[src/rtl/bit_serial_adder.sv]
// -----------------------------------------------------------------------------
// bit_serial_adder
//
// Purpose:
//   Multi-cycle WIDTH-bit adder. One full-adder slice (two half adders plus an
//   OR gate) is reused once per bit, LSB first. A registered carry links the
//   successive bits. One addition costs WIDTH+2 cycles from the accepting edge
//   to the next accepting edge.
//
// Handshake:
//   start is sampled only while idle (busy=0). On the accepting edge a, b and
//   cin are captured, and busy rises. After WIDTH RUN cycles, sum/cout are
//   updated on the edge that enters DONE, and done is high for exactly that
//   one cycle. Any start seen while busy=1 is dropped, not queued.
//
// Ports:
//   clk    in   1      system clock, rising edge
//   rst    in   1      asynchronous, active-high reset
//   start  in   1      request an addition (sampled only in IDLE)
//   a      in   WIDTH  operand A, captured on the accepting edge
//   b      in   WIDTH  operand B, captured on the accepting edge
//   cin    in   1      carry-in, captured on the accepting edge
//   busy   out  1      high in RUN and DONE
//   done   out  1      one-cycle pulse: sum/cout hold a new result
//   sum    out  WIDTH  result of the last completed addition
//   cout   out  1      carry-out of the last completed addition
// -----------------------------------------------------------------------------
module bit_serial_adder #(
    parameter int WIDTH = 8
) (
    input  logic             clk,
    input  logic             rst,
    input  logic             start,
    input  logic [WIDTH-1:0] a,
    input  logic [WIDTH-1:0] b,
    input  logic             cin,
    output logic             busy,
    output logic             done,
    output logic [WIDTH-1:0] sum,
    output logic             cout
);

    // Sized to hold WIDTH, so the count never wraps inside one operation.
    localparam int CNT_W = $clog2(WIDTH + 1);

    typedef enum logic [1:0] {
        ST_IDLE = 2'd0,
        ST_RUN  = 2'd1,
        ST_DONE = 2'd2
    } state_t;

    state_t             r_state;
    logic [WIDTH-1:0]   r_shift_a;
    logic [WIDTH-1:0]   r_shift_b;
    logic [WIDTH-1:0]   r_acc;
    logic               r_carry;
    logic [CNT_W-1:0]   r_cnt;
    logic               r_busy;
    logic               r_done;
    logic [WIDTH-1:0]   r_sum;
    logic               r_cout;

    logic               w_s1;
    logic               w_c1;
    logic               w_s;
    logic               w_c2;
    logic               w_carry_next;
    logic [WIDTH-1:0]   w_acc_next;
    logic               w_last_bit;

    // One-bit datapath: half adder on the operand bits, half adder with the
    // running carry, OR of the two partial carries.
    assign w_s1         = r_shift_a[0] ^ r_shift_b[0];
    assign w_c1         = r_shift_a[0] & r_shift_b[0];
    assign w_s          = w_s1 ^ r_carry;
    assign w_c2         = w_s1 & r_carry;
    assign w_carry_next = w_c1 | w_c2;

    // Sum bit enters at the MSB, so after WIDTH shifts bit 0 holds the LSB.
    // Taking the top WIDTH bits of {s, acc} also covers WIDTH=1 (result = s).
    assign w_acc_next = WIDTH'({w_s, r_acc} >> 1);

    assign w_last_bit = (r_cnt == CNT_W'(WIDTH - 1));

    always_ff @(posedge clk or posedge rst) begin
        if (rst) begin
            r_state   <= ST_IDLE;
            r_shift_a <= '0;
            r_shift_b <= '0;
            r_acc     <= '0;
            r_carry   <= 1'b0;
            r_cnt     <= '0;
            r_busy    <= 1'b0;
            r_done    <= 1'b0;
            r_sum     <= '0;
            r_cout    <= 1'b0;
        end else begin
            case (r_state)
                ST_IDLE: begin
                    r_done <= 1'b0;
                    if (start) begin
                        r_shift_a <= a;
                        r_shift_b <= b;
                        r_carry   <= cin;
                        r_cnt     <= '0;
                        r_busy    <= 1'b1;
                        r_state   <= ST_RUN;
                    end
                end
                ST_RUN: begin
                    r_shift_a <= r_shift_a >> 1;
                    r_shift_b <= r_shift_b >> 1;
                    r_acc     <= w_acc_next;
                    r_carry   <= w_carry_next;
                    r_cnt     <= r_cnt + CNT_W'(1);
                    if (w_last_bit) begin
                        // Result is published from the combinational next
                        // values so it lands on the same edge as DONE.
                        r_sum   <= w_acc_next;
                        r_cout  <= w_carry_next;
                        r_done  <= 1'b1;
                        r_state <= ST_DONE;
                    end
                end
                ST_DONE: begin
                    r_done  <= 1'b0;
                    r_busy  <= 1'b0;
                    r_state <= ST_IDLE;
                end
                default: begin
                    r_done  <= 1'b0;
                    r_busy  <= 1'b0;
                    r_state <= ST_IDLE;
                end
            endcase
        end
    end

    assign busy = r_busy;
    assign done = r_done;
    assign sum  = r_sum;
    assign cout = r_cout;

endmodule

[config.mk]
export PLATFORM = sky130hd
export DESIGN_NAME = bit_serial_adder
export DESIGN_NICKNAME = d
export VERILOG_FILES = /design/src/rtl/bit_serial_adder.sv
export SDC_FILE = /design/constraint.sdc
export NUM_CORES = 1
export LEC_CHECK = 0
export CAP_MARGIN = 20
export CORE_MARGIN = 2
export CORE_UTILIZATION = 35
export DETAILED_ROUTE_END_ITERATION = 16
export DONT_BUFFER_PORTS = 1
export PLACE_DENSITY = 0.6
export SLEW_MARGIN = 20
export SYNTH_ARGS = -nofsm -noshare
export SYNTH_HDL_FRONTEND = slang
export SYNTH_SLANG_ARGS = --single-unit
export TNS_END_PERCENT = 10
[constraint.sdc]
create_clock -name clk -period 1.7 [get_ports clk]
set_input_delay 0.34 -clock clk [delete_from_list [all_inputs] [get_ports clk]]
set_output_delay 0.34 -clock clk [all_outputs]
set_load 0.01 [all_outputs]
==> reports/results.txt <==
Postcts setup bufs: 0
Fin Hold WS: 0.0576 ns
Status: finished clean
Vias in the first global route: 1,219
Die height: 73.7 um
Top cells by count, synth: dfrtp_1, nand2_1, o21ai_0, a22oi_1, mux2_2
Post-synth net total: 176
Final period utilization: 85.8%
Slew HR: 62.5%
Pre-antenna DRT Iters: 4
Cell Chain, Critical Path: ha_1, nand2_1, nor3_4, buf_4, mux2_2
Post-place setup slack: 0.259 ns
CTS tree: yes
Yosys top cell by area: dfrtp_1
Max Slew Vio Count: 0
Sequential area share after synthesis: 60.3%
CTS clock-pin slew for the worst setup and hold paths: 0.07 ns
RR Endpoint: sum[0]
Initial Util: 36.3%
RSZ-0062 raised after global routing: false
Fmax: 686 MHz
CP Data Required Time: 1.88 ns
Initial antenna violation count: 0
Fin worst setup slack: 0.242 ns
CORE AREA: 0.00469 mm2
H-tree depth: 2
Top area cells in the synthesized netlist: dfrtp_1, nand2_1, a22oi_1
Leak: 0.857 nW
Detail Route Antenna Nets: 0
Synth Cell Area: 0.00170 mm2
First-iteration detailed-routing DRC count: 61
CTS resizes: 0
Die Span X: 73.7 um
Yosys reg bits: 41
Register Area: 0.00103 mm2
Cell with the most instances after synthesis: dfrtp_1
TritonCTS Buffers: 5
Global-route wire length before repair: 5610 um
Input/output buffers: 0
Worst path bufs/invs: 1
Peak supply drop: 0.694 mV
Wire length per cell: 15.4 um
Setup TNS: 0 ns
Clock latency on the worst-skew pair: 0.29 ns
Slew at the pin closest to its max-slew limit: 0.562 ns
Synth cell types: 23
HP Class: primary input to asynchronous set/reset pin
Post-DP HPWL: 2230 um
Critical path depth: 5
CTS Hold Buffers Added: 0
Layout net count: 182
Met3 WL: 197 um
Drt via density: 5.34
Ports: 31
Max-cap viol count: 0
Critical path type: register to register
Area growth syn-to-layout: 9.85%
Critical path launch point: r_cnt[1]
Core Rows: 25
Clock skew: 0.00501 ns
Hold Fails Final Rpt: 0
Largest net degree at the start of global routing: 42
DR vias: 1,149
WL met2: 1600 um
Fill cells: 460
Global Route Usage Sum: 13.7%
Setup slack, reg-to-reg: 0.24 ns
CP max stage cell: dfrtp_1
Nature of the critical path startpoint: register
Antenna fix cells: 0
Synthesized instance count: 154
Post-synth ARST share: 100%
Crit path max-delay family: flip-flops
Total Power: 0.00350 W
Synth Warn #: 0
Total routed wirelength: 3320 um
Met1 Wirelength: 1460 um
Register-to-Register Path Depth: 5
Layout cells sized above 1: 15.5%
Top cell type's share of synthesized area: 60.3%
Ys flop type: dfrtp_1
Grt total ovfl: 0
Placed Area: 0.00179 mm2
# clock sinks: 41
Root Driver: clkbuf_8
Syn avg cell area: 11.0 um2
Final Critical Period: 1.46 ns
Critical path capture point type: register
EDFF count, synth: 0
Top sig layer: met4
Crit path DAT: 1.64 ns
DRC viols: 0
Critical Path Sink: sum[0]
Post-layout instance area: 0.00187 mm2
Worst stage delay on the critical path: 0.39 ns
CP max FO: 6
Placer Congestion: 0.730
Crit Reg-Reg Startpoint: r_cnt[1]
Die area: 0.00544 mm2
Area occupied by multi-input gates: 624 um2
CTS Buffer Depth: 2
Pwr Density: 1870 mW/mm2
Endpoints failing setup: 0
-- metrics by stage --
stage	utilization, %	std cells
5_1_grt	39.8	215
2_1_floorplan	-	154
4_1_cts	39.8	215
6_report	39.8	215
3_5_place_dp	38.1	207
3_3_place_gp	38.1	207
-- worst min-delay path by stage --
stage	from	depth (start not counted)	end	slack [ns]
after floorplan	r_acc[1]	2	r_acc[1]	0.44
after global placement	rst	2	sum[6]	0.38
after detailed placement	rst	2	sum[7]	0.39
after CTS	rst	2	r_state[0]	0.07
after global routing	rst	2	sum[2]	0.11
final	rst	2	r_acc[5]	0.06
-- layout make-up --
class                      count  area share (%)
sequential                    41            54.9
tap                           54            3.61
multi-input combinational    102            33.4
clock buffer                   8            4.28
inverter                       1           0.201
timing repair buffer           9            3.61
-- kinds of logic (layout without fill, tap and decap cells) --
logic type | Yosys count | in the layout | synth area share (%)
flops | 41 | 41 | 60.3
simple gates | 50 | 50 | 12.9
compound gates | 40 | 40 | 15.3
fa+ha+maj | 2 | 2 | 1.91
mux | 10 | 10 | 6.62
buf+inv | 11 | 18 | 3.01
-- flip-flops by register name (all words and copies together), names as in the netlist --
register and count:
busy 1, cout 1, r_carry 1, r_shift_a 8, done 1, r_acc 7, r_cnt 4, sum 8
r_state 2, r_shift_b 8
-- cells in the final DEF, fill, tap and decap left out --
cell      netlist  routed
a21oi_1         2       2
ha_1            1       1
o31ai_1         1       1
inv_1           1       1
o21bai_1        1       1
nand3_1         1       1
buf_4           0       9
mux2_2         10      10
nor2b_1         3       3
and2_0          1       1
a22o_1          4       4
a22oi_1        15      15
nand2_1        38      38
nand2b_1        1       1
clkbuf_8        0       5
and3b_1         1       1
clkbuf_1        7       3
fa_1            1       1
o21ai_0        16      16
dfrtp_1        41      41
o21a_1          1       1
nor2_1          4       4
nor3_4          1       1
-- layer usage --
layer / global-route usage, % / vias up
met4: 6.46 / 0
li1: - / 545
met5: 0 / -
met2: 21.6 / 34
met3: 4.94 / 7
met1: 16.7 / 563
-- power by group --
group / leakage [nW] / internal [W] / switching, W
clock network: 0.0395 / 0.000292 / 0.000315
logic: 0.288 / 0.000525 / 0.000633
registers: 0.529 / 0.00139 / 0.000344
-- worst register-to-register path, cell delays in order (launching register included) --
cell	delay [ns]
dfrtp_1	0.39
ha_1	0.20
nand2_1	0.11
nor3_4	0.14
buf_4	0.17
mux2_2	0.33
No activity file was read; power rests on OpenSTA's default activity.
